<file path="src/rtl/vga_timing_monitor.sv">
// Passive checker for a VGA sync/pixel stream: measures line and frame geometry,
// flags timing errors per frame and accumulates a checksum of the active window.
module vga_timing_monitor #(
    parameter int H_SYNC      = 96,
    parameter int H_TOTAL     = 800,
    parameter int H_ACT_START = 144,
    parameter int H_ACT       = 640,
    parameter int V_SYNC      = 2,
    parameter int V_TOTAL     = 525,
    parameter int V_ACT_START = 35,
    parameter int V_ACT       = 480
) (
    input  logic        sys_clk,
    input  logic        sys_rst,
    input  logic        pix_en,
    input  logic        hsync,
    input  logic        vsync,
    input  logic [15:0] rgb,
    output logic        frame_done,
    output logic        frame_ok,
    output logic [3:0]  err_flags,
    output logic [23:0] checksum,
    output logic [15:0] frame_cnt,
    output logic [7:0]  err_cnt
);
    localparam logic [10:0] C_H_TOTAL = 11'(H_TOTAL);
    localparam logic [10:0] C_V_TOTAL = 11'(V_TOTAL);
    localparam logic [9:0]  C_H_SYNC  = 10'(H_SYNC);
    localparam logic [9:0]  C_V_SYNC  = 10'(V_SYNC);
    localparam logic [9:0]  C_H_FIRST = 10'(H_ACT_START);
    localparam logic [9:0]  C_H_LAST  = 10'(H_ACT_START + H_ACT - 1);
    localparam logic [9:0]  C_V_FIRST = 10'(V_ACT_START);
    localparam logic [9:0]  C_V_LAST  = 10'(V_ACT_START + V_ACT - 1);

    typedef enum logic {ST_WAIT = 1'b0, ST_RUN = 1'b1} state_t;

    state_t      r_state;
    state_t      w_state_nxt;

    logic        r_hs_prev;
    logic        r_vs_prev;
    logic [9:0]  r_h_cnt;
    logic [9:0]  r_hs_width;
    logic [9:0]  r_line;
    logic [9:0]  r_vs_lines;
    logic        r_line_valid;
    logic [1:0]  r_line_err;
    logic [23:0] r_acc;

    logic        r_frame_done;
    logic        r_frame_ok;
    logic [3:0]  r_err_flags;
    logic [23:0] r_checksum;
    logic [15:0] r_frame_cnt;
    logic [7:0]  r_err_cnt;

    logic        w_hs_rise;
    logic        w_vs_rise;
    logic        w_start;
    logic        w_close;
    logic        w_line_chk;
    logic [9:0]  w_h_cur;
    logic [9:0]  w_line_cur;
    logic        w_active;
    logic        w_len_err;
    logic        w_hsw_err;
    logic [3:0]  w_flags;

    always_ff @(posedge sys_clk or posedge sys_rst) begin
        if (sys_rst) begin
            r_state <= ST_WAIT;
        end else begin
            r_state <= w_state_nxt;
        end
    end

    always_comb begin
        w_state_nxt = r_state;
        if (r_state == ST_WAIT && w_vs_rise) begin
            w_state_nxt = ST_RUN;
        end
    end

    always_comb begin
        w_start = (r_state == ST_WAIT) && w_vs_rise;
        w_close = (r_state == ST_RUN) && w_vs_rise;
    end

    // h/line values belong to the pixel being sampled now, not the previous one
    always_comb begin
        w_hs_rise  = pix_en & hsync & ~r_hs_prev;
        w_vs_rise  = pix_en & vsync & ~r_vs_prev;
        w_h_cur    = w_hs_rise ? 10'd0 : r_h_cnt + 10'd1;
        w_line_cur = w_vs_rise ? 10'd0 : (w_hs_rise ? r_line + 10'd1 : r_line);
        w_active   = (w_h_cur >= C_H_FIRST) && (w_h_cur <= C_H_LAST) &&
                     (w_line_cur >= C_V_FIRST) && (w_line_cur <= C_V_LAST);
        w_line_chk = (r_state == ST_RUN) && w_hs_rise && r_line_valid;
        w_len_err  = w_line_chk && (({1'b0, r_h_cnt} + 11'd1) != C_H_TOTAL);
        w_hsw_err  = w_line_chk && (r_hs_width != C_H_SYNC);
        // A coincident hsync rise closes the last line of the frame being latched
        w_flags    = {(r_vs_lines != C_V_SYNC),
                      (({1'b0, r_line} + 11'd1) != C_V_TOTAL),
                      r_line_err[1] | w_hsw_err,
                      r_line_err[0] | w_len_err};
    end

    always_ff @(posedge sys_clk or posedge sys_rst) begin
        if (sys_rst) begin
            r_hs_prev    <= 1'b0;
            r_vs_prev    <= 1'b0;
            r_h_cnt      <= 10'd0;
            r_hs_width   <= 10'd0;
            r_line       <= 10'd0;
            r_vs_lines   <= 10'd0;
            r_line_valid <= 1'b0;
            r_line_err   <= 2'b00;
            r_acc        <= 24'd0;
            r_frame_done <= 1'b0;
            r_frame_ok   <= 1'b0;
            r_err_flags  <= 4'd0;
            r_checksum   <= 24'd0;
            r_frame_cnt  <= 16'd0;
            r_err_cnt    <= 8'd0;
        end else begin
            r_frame_done <= 1'b0;
            if (pix_en) begin
                r_hs_prev <= hsync;
                r_vs_prev <= vsync;
                r_h_cnt   <= w_h_cur;
                if (w_hs_rise) begin
                    r_hs_width <= 10'd1;
                end else if (hsync && r_hs_width != 10'h3FF) begin
                    r_hs_width <= r_hs_width + 10'd1;
                end

                if (w_vs_rise) begin
                    r_line     <= 10'd0;
                    r_vs_lines <= w_hs_rise ? 10'd1 : 10'd0;
                    r_acc      <= w_active ? {8'd0, rgb} : 24'd0;
                    r_line_err <= 2'b00;
                end else if (r_state == ST_RUN) begin
                    if (w_hs_rise) begin
                        r_line <= r_line + 10'd1;
                        if (vsync) begin
                            r_vs_lines <= r_vs_lines + 10'd1;
                        end
                    end
                    if (w_active) begin
                        r_acc <= r_acc + {8'd0, rgb};
                    end
                    r_line_err <= r_line_err | {w_hsw_err, w_len_err};
                end

                // The line in progress when RUN begins has no trustworthy start
                if (w_start) begin
                    r_line_valid <= 1'b0;
                end else if (r_state == ST_RUN && w_hs_rise) begin
                    r_line_valid <= 1'b1;
                end

                if (w_close) begin
                    r_frame_done <= 1'b1;
                    r_err_flags  <= w_flags;
                    r_frame_ok   <= (w_flags == 4'd0);
                    r_checksum   <= r_acc;
                    r_frame_cnt  <= r_frame_cnt + 16'd1;
                    if (w_flags != 4'd0 && r_err_cnt != 8'hFF) begin
                        r_err_cnt <= r_err_cnt + 8'd1;
                    end
                end
            end
        end
    end

    assign frame_done = r_frame_done;
    assign frame_ok   = r_frame_ok;
    assign err_flags  = r_err_flags;
    assign checksum   = r_checksum;
    assign frame_cnt  = r_frame_cnt;
    assign err_cnt    = r_err_cnt;

endmodule

</file>
<file path="config.mk">
export PLATFORM = sky130hd
export DESIGN_NAME = vga_timing_monitor
export DESIGN_NICKNAME = d
export VERILOG_FILES = /design/src/rtl/vga_timing_monitor.sv
export SDC_FILE = /design/constraint.sdc
export NUM_CORES = 1
export LEC_CHECK = 0
export ABC_CLOCK_PERIOD_IN_PS = 5200
export CAP_MARGIN = 20
export CORE_ASPECT_RATIO = 1.2
export CORE_UTILIZATION = 45
export DETAILED_ROUTE_END_ITERATION = 12
export GPL_ROUTABILITY_DRIVEN = 0
export GPL_TIMING_DRIVEN = 0
export PLACE_DENSITY = 0.67
export SYNTH_ARGS = -nofsm -noshare
export SYNTH_HDL_FRONTEND = slang
export SYNTH_SLANG_ARGS = --single-unit
</file>
<file path="constraint.sdc">
create_clock -name sys_clk -period 5.2 [get_ports sys_clk]
set_clock_uncertainty 0.2 [all_clocks]
set_input_delay 1.04 -clock sys_clk [delete_from_list [all_inputs] [get_ports sys_clk]]
set_output_delay 1.04 -clock sys_clk [all_outputs]
set_load 0.005 [all_outputs]
</file>
Yosys cells after proc, flatten, opt, wreduce, memory -nomap -nowiden
Cells that the tools add are included.
Storage, ports and cells
  bits in latches: 0
  bits of input ports: 21
  logic and storage cells: 93
  register bits: 124
  memories: 0
  bits in writable memories: 0
  bits in read-only memories: 0
Cells by class
  bitwise logic cells: 10
  equal/unequal tests: 6
  div/mod/pow operators: 0
  order comparisons: 4
  reduce and logical (&&, ||, !) cells: 26
  $mul: 0
  shift operators: 0
  muxes and demuxes: 22
  add/subtract/negate cells: 9
Operator list (count)
  $mux W10: 11
  $mux W24: 3
  $add A10 B1 Y10 const B: 4
  $add A24 B16 Y24: 1
  $add A10 B1 Y11 const B: 2
  $ne A11 B10 Y1 const B: 2
  $le A10 B10 Y1 const B: 2
  $add A16 B1 Y16 const B: 1
  $mux W16: 1
  $reduce_bool A2 Y1: 6
  $logic_and A1 B1 Y1: 11
  $ge A10 B6 Y1 const B: 1
  $ge A10 B8 Y1 const B: 1
  $ne A10 B10 Y1 const B: 1
  $ne A10 B2 Y1 const B: 1
  $ne A10 B7 Y1 const B: 1
  $add A8 B1 Y8 const B: 1
  $ne A8 B8 Y1 const B: 1
  $reduce_and A2 Y1: 4
  $reduce_and A3 Y1: 2
  $mux W1: 5
  $and A1 B1 Y1: 4
  $logic_not A4 Y1: 1
  $mux W2: 2
  other kinds (5): 8

Depth between registers and ports, before layout
Gate-level depths: netlist of the first run.
  depth after elaboration: 10
  depth in mapped cells: 12
  mapped depth without buffers: 11

Least setup slack after synthesis of the first run
OpenSTA, ideal clock, no wires.
  path kind: input -> register
  start point: in rgb[0]
  end point: reg r_acc[20]
  setup slack: 1.690 ns
  arrival: 3.231 ns
  stages: 11
  buffers on the path: 0
  cell sequence: ha_1 -> inv_1 -> fa_1 -> nor2b_1 -> o21ai_0 -> a21oi_1 -> o221a_2 -> and3_1 -> o221ai_1 -> or4_1 -> a21oi_1
Between the ends
  longest elaborated chain between the ends: 4
RTL lines
  start, declared: RTL line 18  | input logic [15:0] rgb,
  $add A24 B16 Y24: RTL line 149  | r_acc <= r_acc + {8'd0, rgb};
  $mux W24: RTL line 148  | if (w_active) begin
  $mux W24: RTL line 141  | end else if (r_state == ST_RUN) begin
  $mux W24: RTL line 136  | if (w_vs_rise) begin
  end signal, assigned: RTL line 139  | r_acc <= w_active ? {8'd0, rgb} : 24'd0;
  end signal, assigned: RTL line 149
  end, declared: RTL line 48  | logic [23:0] r_acc;
No other way between the ends. The select of a mux whose other input is x is not followed.
A chain may end at the register's enable or synchronous reset.

Worst setup path in the final report of the first run
  start point: in rgb[0]
  end point: reg r_acc[22]
The elaborated chain is that of the path after synthesis.

==> results.sh, run 1 <==
export IMPL_status="finished clean"
export IMPL_synth_top_flop_cell="dfrtp_1"
export IMPL_critPathTopFamily="compound AO/OA/AOI/OAI gates"
export IMPL_grt_pass1_vias=5659
export IMPL_die_area_um2=15900
export IMPL_hold_class="reg -> reg"
export IMPL_ir_drop_mv=0.160
export IMPL_io_pins=75
export IMPL_max_cap_viol_count=0
export IMPL_ant_nets=0
export IMPL_post_route_period_util=0.781
export IMPL_grt_usage=0.215
export IMPL_syn_nets=796
export IMPL_clock_root_buffer="clkbuf_16"
export IMPL_fin_ws_ns=1.14
export IMPL_arrival_ns=4.19
export IMPL_start_kind="input pin"
export IMPL_nets=890
export IMPL_place_ws_ns=0.756
export IMPL_rsz0062_at_grt="no"
export IMPL_cts_sinks=124
export IMPL_die_x_um=115
export IMPL_power_density_nw_per_um2=345
export IMPL_htreeDepth=4
export IMPL_postCtsResizedCells=0
export IMPL_hpwl_mm=11.6
export IMPL_numCtsBuffers=17
export IMPL_cp_end_kind="register"
export IMPL_stdcell_count=1059
export IMPL_dp_cells=1027
export IMPL_synth_area_mux_share=0.0251
export IMPL_cp_common_cell="a21oi_1"
export IMPL_drc=0
export IMPL_path_class="in -> reg"
export IMPL_clk_latency_ns=0.42
export IMPL_start_util=0.460
export IMPL_synth_edf_count=0
export IMPL_finalHoldViolations=0
export IMPL_syn_inst=748
export IMPL_fin_area_um2=8580
export IMPL_synthAdderAreaFrac=0.0499
export IMPL_syn_area_um2=6920
export IMPL_port_buffers=74
export IMPL_grt_pass1_wl_mm=26.6
export IMPL_yosys_area_top_type="dfrtp_1"
export IMPL_grt_max_degree=97
export IMPL_slowest_stage="or4_1"
export IMPL_row_count=49
export IMPL_area_delta_synth_final_pct=24.0
export IMPL_yosysTopAreaCellShare=0.449
export IMPL_synth_compound_area_frac=0.135
export IMPL_diodes=0
export IMPL_synth_xor_area_share=0.0659
export IMPL_postCtsSetupBuffers=0
export IMPL_worstPathMaxFanout=8
export IMPL_fp_dieH_um=138
export IMPL_drt_iter0_drc=370
export IMPL_relSlewSlack=0.537
export IMPL_firstDrtPassIters=5
export IMPL_critical_path_cell_chain="clkdlybuf4s50_1 > ha_1 > inv_1 > fa_1 > nor2b_1 > o21ai_0 > a21oi_1 > o221a_2 > and3_1 > o221ai_1 > or4_1 > a21oi_1"
export IMPL_wl_per_cell_um=15.2
export IMPL_synthArstFlopShare=1.00
export IMPL_cp_slowest_stage_delay_ns=0.57
export IMPL_synth_simple_area_share=0.227
export IMPL_synthTopCellsByArea="dfrtp_1 (45%), nand2_1 (6.8%), ha_1 (4.7%), xnor2_1 (3.4%), nor2_1 (3.3%)"
export IMPL_fin_crit_ns=4.06
export IMPL_tightestPinTransition_ns=0.695
export IMPL_clockBufferDepth=2
export IMPL_clock_fmax_mhz=246
export IMPL_synth_most_common_cell="nand2_1"
export IMPL_ys_ff_latch=124
export IMPL_synth_top_family_by_area="simple AND/OR/NAND/NOR gates"
export IMPL_yosysSeqAreaShare=0.449
export IMPL_core_region_area_um2=15000
export IMPL_synth_common_cells="nand2_1 (126), dfrtp_1 (124), nor2_1 (61)"
export IMPL_slew_violations=0
export IMPL_tritoncts="built"
export IMPL_p_leak_nw=3.95
export IMPL_num_vias=5837
export IMPL_antenna_found_initial=0
export IMPL_hold_slack_ns=0.268
export IMPL_wl_mm=16.1
export IMPL_cts_clk_slew_worst_paths_ns=0.06
export IMPL_synth_warnings=0
export IMPL_setup_tns_final_ns=0
export IMPL_drive_gt1_frac=0.0901
export IMPL_ys_types=76
export IMPL_postCtsHoldBufs=0
export IMPL_finalSetupViolCount=0
export IMPL_grt_remaining_overflow=0
export IMPL_placed_cell_area_um2=7940
export IMPL_critPathRequiredTime_ns=5.33
export IMPL_viasPerCell=5.51
export IMPL_cp_num_buf_inv=2
export IMPL_avgSynthCellArea_um2=9.25
## where the power goes
part	switching [W]	internal (W)
Clock	0.000444	0.000817
Sequential	0.0000988	0.00106
Combinational	0.000271	0.000264
Total	0.000814	0.00214
## cells by family after synthesis
kind of cell / after synthesis
muxes: 17
xor gates and xnor gates: 52
adders and majority gates: 27
buffers and inverters: 67
DFF: 124
AOI/OAI and AO/OA: 142
and+or+nand+nor: 319
## stage by stage
stage / utilization / total power (W)
finish: 0.571 / 0.00296
global route: 0.571 / 0.00310
CTS: 0.571 / 0.00298
detailed placement: 0.529 / 0.00171
global placement: 0.527 / 0.00168
floorplan: - / 0.00148
## cell usage in the layout (no fill, tap or decap), types with 13 or more instances in the layout
cell type | synthesis | routed
o21ai_0 | 38 | 38
and3_1 | 16 | 16
dfrtp_1 | 124 | 124
o31ai_1 | 14 | 14
mux2i_1 | 14 | 14
clkdlybuf4s50_1 | 0 | 74
nand4_1 | 15 | 15
ha_1 | 26 | 26
xnor2_1 | 27 | 27
a21oi_1 | 31 | 31
nor2_1 | 61 | 61
nor3_1 | 13 | 13
nand2_1 | 126 | 126
clkbuf_16 | 0 | 17
xor2_1 | 25 | 25
clkbuf_1 | 14 | 15
nand3_1 | 33 | 33
inv_1 | 33 | 32
## metal layers
metal | global-route usage | wire (um) | vias up
met5 | 0 | 0 | -
met4 | 0.0895 | 323 | 0
met3 | 0.0550 | 697 | 27
met2 | 0.355 | 7920 | 175
met1 | 0.268 | 7160 | 2817
li1 | - | - | 2818
## final timing paths
path | start | to | slack (ns) | depth (start not counted)
min reg2reg | frame_cnt[15] | frame_cnt[15] | 0.27 | 1
max | rgb[0] | r_acc[22] | 1.14 | 12
min in group asynchronous | sys_rst | err_cnt[5] | 0.77 | 2
min | frame_cnt[15] | frame_cnt[15] | 0.27 | 1
max reg2reg | r_acc[0] | r_acc[22] | 1.88 | 11
max in group asynchronous | sys_rst | checksum[0] | 3.27 | 3
## registers in the layout (all words and copies together) (netlist names), 8 cells and up
| name | flops |
|---|---|
| checksum | 24 |
| r_acc | 24 |
| frame_cnt | 16 |
| r_h_cnt | 10 |
| r_hs_width | 10 |
| r_line | 10 |
| r_vs_lines | 10 |
| err_cnt | 8 |
## cell type report
| cell class | instances | area [um^2] |
|---|---|---|
| clock inverter | 13 | 191 |
| inverter | 34 | 133 |
| buffer | 33 | 209 |
| clock buffer | 19 | 443 |
| sequential | 124 | 3100 |
| multi-input combinational | 557 | 3480 |
| fill | 1343 | 6440 |
| tap | 204 | 255 |
| timing repair buffer | 75 | 768 |
Note: power is estimated with default switching activity, not from simulation.
==> inputs of run 2 (changes only) <==
--- a/config.mk
+++ b/config.mk
@@ -5,7 +5,7 @@
 export SDC_FILE = /design/constraint.sdc
 export NUM_CORES = 1
 export LEC_CHECK = 0
-export ABC_CLOCK_PERIOD_IN_PS = 5200
+export ABC_CLOCK_PERIOD_IN_PS = 4100
 export CAP_MARGIN = 20
 export CORE_ASPECT_RATIO = 1.2
 export CORE_UTILIZATION = 45
==> constraint.sdc (replaced) <==
create_clock -name sys_clk -period 4.1 [get_ports sys_clk]
set_clock_uncertainty 0.2 [all_clocks]
set_input_delay 0.82 -clock sys_clk [delete_from_list [all_inputs] [get_ports sys_clk]]
set_output_delay 0.82 -clock sys_clk [all_outputs]
set_load 0.005 [all_outputs]
==> run 2 against run 1 <==
Against the previous run: non-clock buffer count is 2 higher; utilization is 0.20 points higher; power is 27% higher; first-iteration DRC count is 26% lower; flip-flop and latch count stayed put; largest power group unchanged; highest routed layer unchanged; final cell count hardly changed.
==> results.sh, run 2 (synthesized netlist as in run 1, its figures left out) <==
export IMPL_start_util=0.460
export IMPL_fp_dieH_um=138
export IMPL_p_leak_nw=3.97
export IMPL_critPathRequiredTime_ns=4.24
export IMPL_power_density_nw_per_um2=435
export IMPL_fin_crit_ns=3.76
export IMPL_ir_drop_mv=0.226
export IMPL_wl_mm=15.7
export IMPL_final_common_cell="nand2_1"
export IMPL_tritoncts="built"
export IMPL_relSlewSlack=0.572
export IMPL_cp_slowest_stage_delay_ns=0.57
export IMPL_clock_root_buffer="clkbuf_16"
export IMPL_row_count=49
export IMPL_drt_iter0_drc=273
export IMPL_max_cap_viol_count=0
export IMPL_slowest_stage="or4_1"
export IMPL_path_class="in -> reg"
export IMPL_slew_violations=0
export IMPL_fin_area_um2=8610
export IMPL_p_sw_w=0.00101
export IMPL_layout_common_cells="nand2_1 (126), dfrtp_1 (124), clkdlybuf4s50_1 (74), nor2_1 (61), o21ai_0 (38)"
export IMPL_postCtsResizedCells=0
export IMPL_numCtsBuffers=17
export IMPL_num_vias=5832
export IMPL_ant_nets=0
export IMPL_rsz0062_at_grt="no"
export IMPL_nets=892
export IMPL_cp_end_kind="register"
export IMPL_cp_num_buf_inv=2
export IMPL_fill_cells=1325
export IMPL_hold_class="reg -> reg"
export IMPL_grt_usage=0.213
export IMPL_grt_pass1_vias=5664
export IMPL_port_buffers=74
export IMPL_core_region_area_um2=15000
export IMPL_postCtsSetupBuffers=0
export IMPL_grt_max_degree=44
export IMPL_post_route_period_util=0.918
export IMPL_diodes=0
export IMPL_viasPerCell=5.50
export IMPL_grt_pass1_wl_mm=26.4
export IMPL_start_kind="input pin"
export IMPL_combPwrFrac=0.179
export IMPL_drive_gt1_frac=0.0923
export IMPL_firstDrtPassIters=5
export IMPL_worstPathMaxFanout=8
export IMPL_tightestPinTransition_ns=0.643
export IMPL_wl_per_cell_um=14.8
export IMPL_area_delta_synth_final_pct=24.5
export IMPL_die_x_um=115
export IMPL_clk_latency_ns=0.42
export IMPL_arrival_ns=3.90
export IMPL_pwr_share_seq=0.391
export IMPL_cp_common_cell="a21oi_1"
export IMPL_clock_fmax_mhz=266
export IMPL_status="finished clean"
export IMPL_drc=0
export IMPL_p_int_w=0.00274
export IMPL_postCtsHoldBufs=0
export IMPL_finalSetupViolCount=0
export IMPL_critical_path_cell_chain="clkdlybuf4s50_1 > ha_1 > inv_1 > fa_1 > nor2b_1 > o21ai_0 > a21oi_1 > o221a_2 > and3_1 > o221ai_1 > or4_1 > a21oi_1"
export IMPL_cts_sinks=124
export IMPL_finalHoldViolations=0
export IMPL_cts_clk_slew_worst_paths_ns=0.05
export IMPL_placed_cell_area_um2=7980
export IMPL_clockBufferDepth=2
export IMPL_grt_remaining_overflow=0
export IMPL_critPathTopFamily="compound AO/OA/AOI/OAI gates"
export IMPL_pwr_share_clk=0.429
export IMPL_sw_frac_of_total=0.269
export IMPL_fin_ws_ns=0.338
export IMPL_place_ws_ns=-0.0858
export IMPL_io_pins=75
export IMPL_die_area_um2=15900
export IMPL_antenna_found_initial=0
export IMPL_hpwl_mm=11.4
export IMPL_htreeDepth=4
==> run 2: cell count changes in the layout (fill, tap and decap cells not counted), sizes merged <==
cell	delta
clkinvlp	-2
inv	-2
clkinv	+2
clkbuf	+1
buf	+2
==> run 2: metal layers <==
metal | global-route usage | vias up | wire [um] | share of wire
met5 | 0 | - | 0 | 0
met4 | 0.0996 | 0 | 431 | 0.027
met3 | 0.0431 | 32 | 565 | 0.036
met2 | 0.353 | 144 | 7660 | 0.49
met1 | 0.265 | 2833 | 7060 | 0.45
li1 | - | 2823 | - | -
==> run 2: layout make-up <==
type	instances	area (um^2)	area share
Buffer	33	209	0.0243
Clock buffer	20	467	0.0542
Clock inverter	11	166	0.0193
Inverter	34	131	0.0153
Multi-Input combinational cell	557	3480	0.404
Sequential cell	124	3100	0.360
Tap cell	204	255	0.0297
Timing Repair Buffer	77	801	0.0930
==> run 2: final timing paths <==
path | from | to | slack, ns | cells past startpoint
min in group asynchronous | sys_rst | frame_cnt[6] | 0.58 | 2
setup reg to reg | r_acc[0] | r_acc[22] | 0.84 | 11
hold reg to reg | checksum[13] | checksum[13] | 0.27 | 2
max in group asynchronous | sys_rst | checksum[3] | 2.36 | 4
setup / recovery | rgb[0] | r_acc[22] | 0.34 | 12
hold / removal | checksum[13] | checksum[13] | 0.27 | 2
==> run 2: tightest hold or removal path: cells and delay by family (launching register included) <==
kind          cells  cell delay, ns
flops             1            0.33
simple gates      2            0.10
==> run 2: power groups by stage <==
| stage | clock network [W] | logic [W] | registers, W |
|---|---|---|---|
| final | 0.00161 | 0.000672 | 0.00147 |
| after detailed placement | 0 | 0.000672 | 0.00149 |
| after global placement | 0 | 0.000651 | 0.00148 |
| after global routing | 0.00170 | 0.000751 | 0.00149 |
| after CTS | 0.00164 | 0.000676 | 0.00147 |
| after floorplan | 0 | 0.000406 | 0.00147 |
==> run 2: per-stage QoR <==
step	TNS [ns]	instances	hold slack, ns	power (W)	util
after CTS	0	1060	0.276	0.00378	0.573
after global routing	0	1060	0.284	0.00394	0.573
after detailed placement	-0.182	1029	0.262	0.00216	0.531
after global placement	-0.182	1026	0.258	0.00213	0.527
final	0	1060	0.270	0.00375	0.573
after floorplan	0	748	0.253	0.00187	-
==> inputs of run 3 (changes only) <==
--- a/config.mk
+++ b/config.mk
@@ -13,6 +13,7 @@
 export GPL_ROUTABILITY_DRIVEN = 0
 export GPL_TIMING_DRIVEN = 0
 export PLACE_DENSITY = 0.67
+export REMOVE_ABC_BUFFERS = 1
 export SYNTH_ARGS = -nofsm -noshare
 export SYNTH_HDL_FRONTEND = slang
 export SYNTH_SLANG_ARGS = --single-unit
==> run 3 against run 2 <==
Against the previous run: clock power hardly changed; global-route usage is 0.99 points lower; combinational power is 10% lower; critical path depth is 1 lower; via count is 3.7% lower; hold slack worse by 0.0019 ns; routed wire length is 1.7% lower; utilization is 1.0 points lower; register-to-register slack worse by 0.24 ns; sequential share of layout area is 0.65 points higher; non-clock buffer count is 32 lower; critical path type unchanged; largest cell class unchanged.
==> results.sh, run 3 (synthesized netlist as in run 1, its figures left out) <==
export IMPL_hold_class="reg -> reg"
export IMPL_area_delta_synth_final_pct=22.3
export IMPL_r2r_end="r_acc[12]"
export IMPL_postCtsHoldBufs=0
export IMPL_clk_latency_ns=0.42
export IMPL_firstDrtPassIters=4
export IMPL_max_cap_viol_count=0
export IMPL_start_util=0.460
export IMPL_diodes=0
export IMPL_grt_max_degree=75
export IMPL_slowest_stage="or4_4"
export IMPL_cp_slowest_stage_delay_ns=0.59
export IMPL_finalHoldViolations=0
export IMPL_dp_cells=997
export IMPL_layout_common_cells="nand2_1 (126), dfrtp_1 (124), clkdlybuf4s50_1 (73), nor2_1 (61), o21ai_0 (38)"
export IMPL_numCtsBuffers=17
export IMPL_row_count=49
export IMPL_num_vias=5614
export IMPL_clockBufferDepth=2
export IMPL_clock_root_buffer="clkbuf_16"
export IMPL_postCtsSetupBuffers=0
export IMPL_antenna_found_initial=0
export IMPL_post_route_period_util=0.965
export IMPL_ant_nets=0
export IMPL_wl_per_cell_um=15.0
export IMPL_tightestPinTransition_ns=0.876
export IMPL_grt_remaining_overflow=0
export IMPL_slew_violations=0
export IMPL_start_kind="input pin"
export IMPL_drive_gt1_frac=0.0812
export IMPL_grt_usage=0.203
export IMPL_critPathRequiredTime_ns=4.21
export IMPL_tritoncts="built"
export IMPL_postLayoutCoreUtil=0.563
export IMPL_port_buffers=74
export IMPL_clock_fmax_mhz=253
export IMPL_p_leak_nw=3.87
export IMPL_viasPerCell=5.46
export IMPL_drt_iter0_drc=301
export IMPL_io_pins=75
export IMPL_finalSetupViolCount=0
export IMPL_r2r_cells=10
export IMPL_stdcell_count=1029
export IMPL_die_x_um=115
export IMPL_grt_pass1_wl_mm=25.2
export IMPL_core_region_area_um2=15000
export IMPL_nets=861
export IMPL_cp_end_kind="register"
export IMPL_status="finished clean"
export IMPL_grt_pass1_vias=5485
export IMPL_cp_common_cell="buf_8"
export IMPL_drc=0
export IMPL_endpoint="r_acc[12]"
export IMPL_wl_mm=15.4
export IMPL_worstReg2RegStart="r_hs_prev"
export IMPL_htreeDepth=4
export IMPL_crit_start="hsync"
export IMPL_final_common_cell="nand2_1"
export IMPL_critical_path_cell_chain="clkdlybuf4s50_1 > nand3b_4 > or4_4 > a21oi_2 > nor2_1 > and3_1 > o31ai_4 > buf_8 > buf_8 > a211oi_1 > a2111oi_2"
export IMPL_cts_sinks=124
export IMPL_fin_crit_ns=3.96
export IMPL_arrival_ns=4.06
export IMPL_rsz0062_at_grt="no"
export IMPL_ir_drop_mv=0.312
export IMPL_relSlewSlack=0.416
export IMPL_power_density_nw_per_um2=442
export IMPL_path_class="in -> reg"
export IMPL_hpwl_mm=10.6
export IMPL_die_area_um2=15900
export IMPL_cts_clk_slew_worst_paths_ns=0.06
export IMPL_worstPathMaxFanout=18
export IMPL_reg2reg_slack_ns=0.60
export IMPL_fp_dieH_um=138
## run 3: changes by cell type in the layout (fill, tap and decap cells not counted), moves of 2 or more
cell	delta
clkbuf_1	-14
buf_16	+2
buf_2	-6
buf_1	-2
inv_6	+3
buf_8	+2
buf_12	-3
clkinv_4	+2
buf_6	-8
clkbuf_8	-2
clkinv_2	-3
## run 3: area by class of cell
type,count,area (um^2)
fill,1322,6570
multi-input combinational,558,3500
sequential,124,3100
timing repair buffer,78,821
clock buffer,19,453
tap,204,255
clock inverter,12,186
inverter,34,136
## run 3: metal layers
layer	vias up	global-route usage	routed length, um
li1	2767	-	-
met1	2703	0.242	6770
met2	115	0.344	7700
met3	29	0.0400	594
met4	0	0.108	376
met5	-	0	0
## run 3: worst min path at each step
stage / end / start / slack, ns / cells after the start
CTS: checksum[3] / checksum[3] / 0.28 / 2
global placement: checksum[7] / checksum[7] / 0.26 / 2
finish: checksum[3] / checksum[3] / 0.27 / 2
global route: frame_cnt[15] / frame_cnt[15] / 0.28 / 1
detailed placement: checksum[7] / checksum[7] / 0.26 / 2
floorplan: checksum[23] / r_acc[23] / 0.25 / 2
## run 3: metrics by stage
step                      worst slack [ns]  area, um^2  power, W  hold WS [ns]  TNS (ns)
after floorplan                     -0.219        6710   0.00184         0.253    -27.59
after global placement               -2.28        7700   0.00210         0.258   -368.17
after detailed placement             -1.70        7800   0.00214         0.262    -68.74
after CTS                           0.0114        8450   0.00377         0.276         0
after global routing               0.00226        8460   0.00391         0.285         0
final                                0.142        8460   0.00374         0.268         0
## run 3: worst max-delay path, delay by kind of cell
family | cells | cell delay [ns]
compound gates | 4 | 1.16
buf+inv | 3 | 0.98
simple gates | 4 | 1.09
## run 3: repair_timing
action | CTS | global route
gates cloned | 0 | 1
resized for setup | 5 | 3
setup endpoints to repair | 70 | 7
pin swaps | 0 | 1
## run 3: power by group
part	internal, W	leakage, nW	switching [W]
clock network	0.00105	0.302	0.000572
logic	0.000315	1.90	0.000287
registers	0.00135	1.67	0.000169
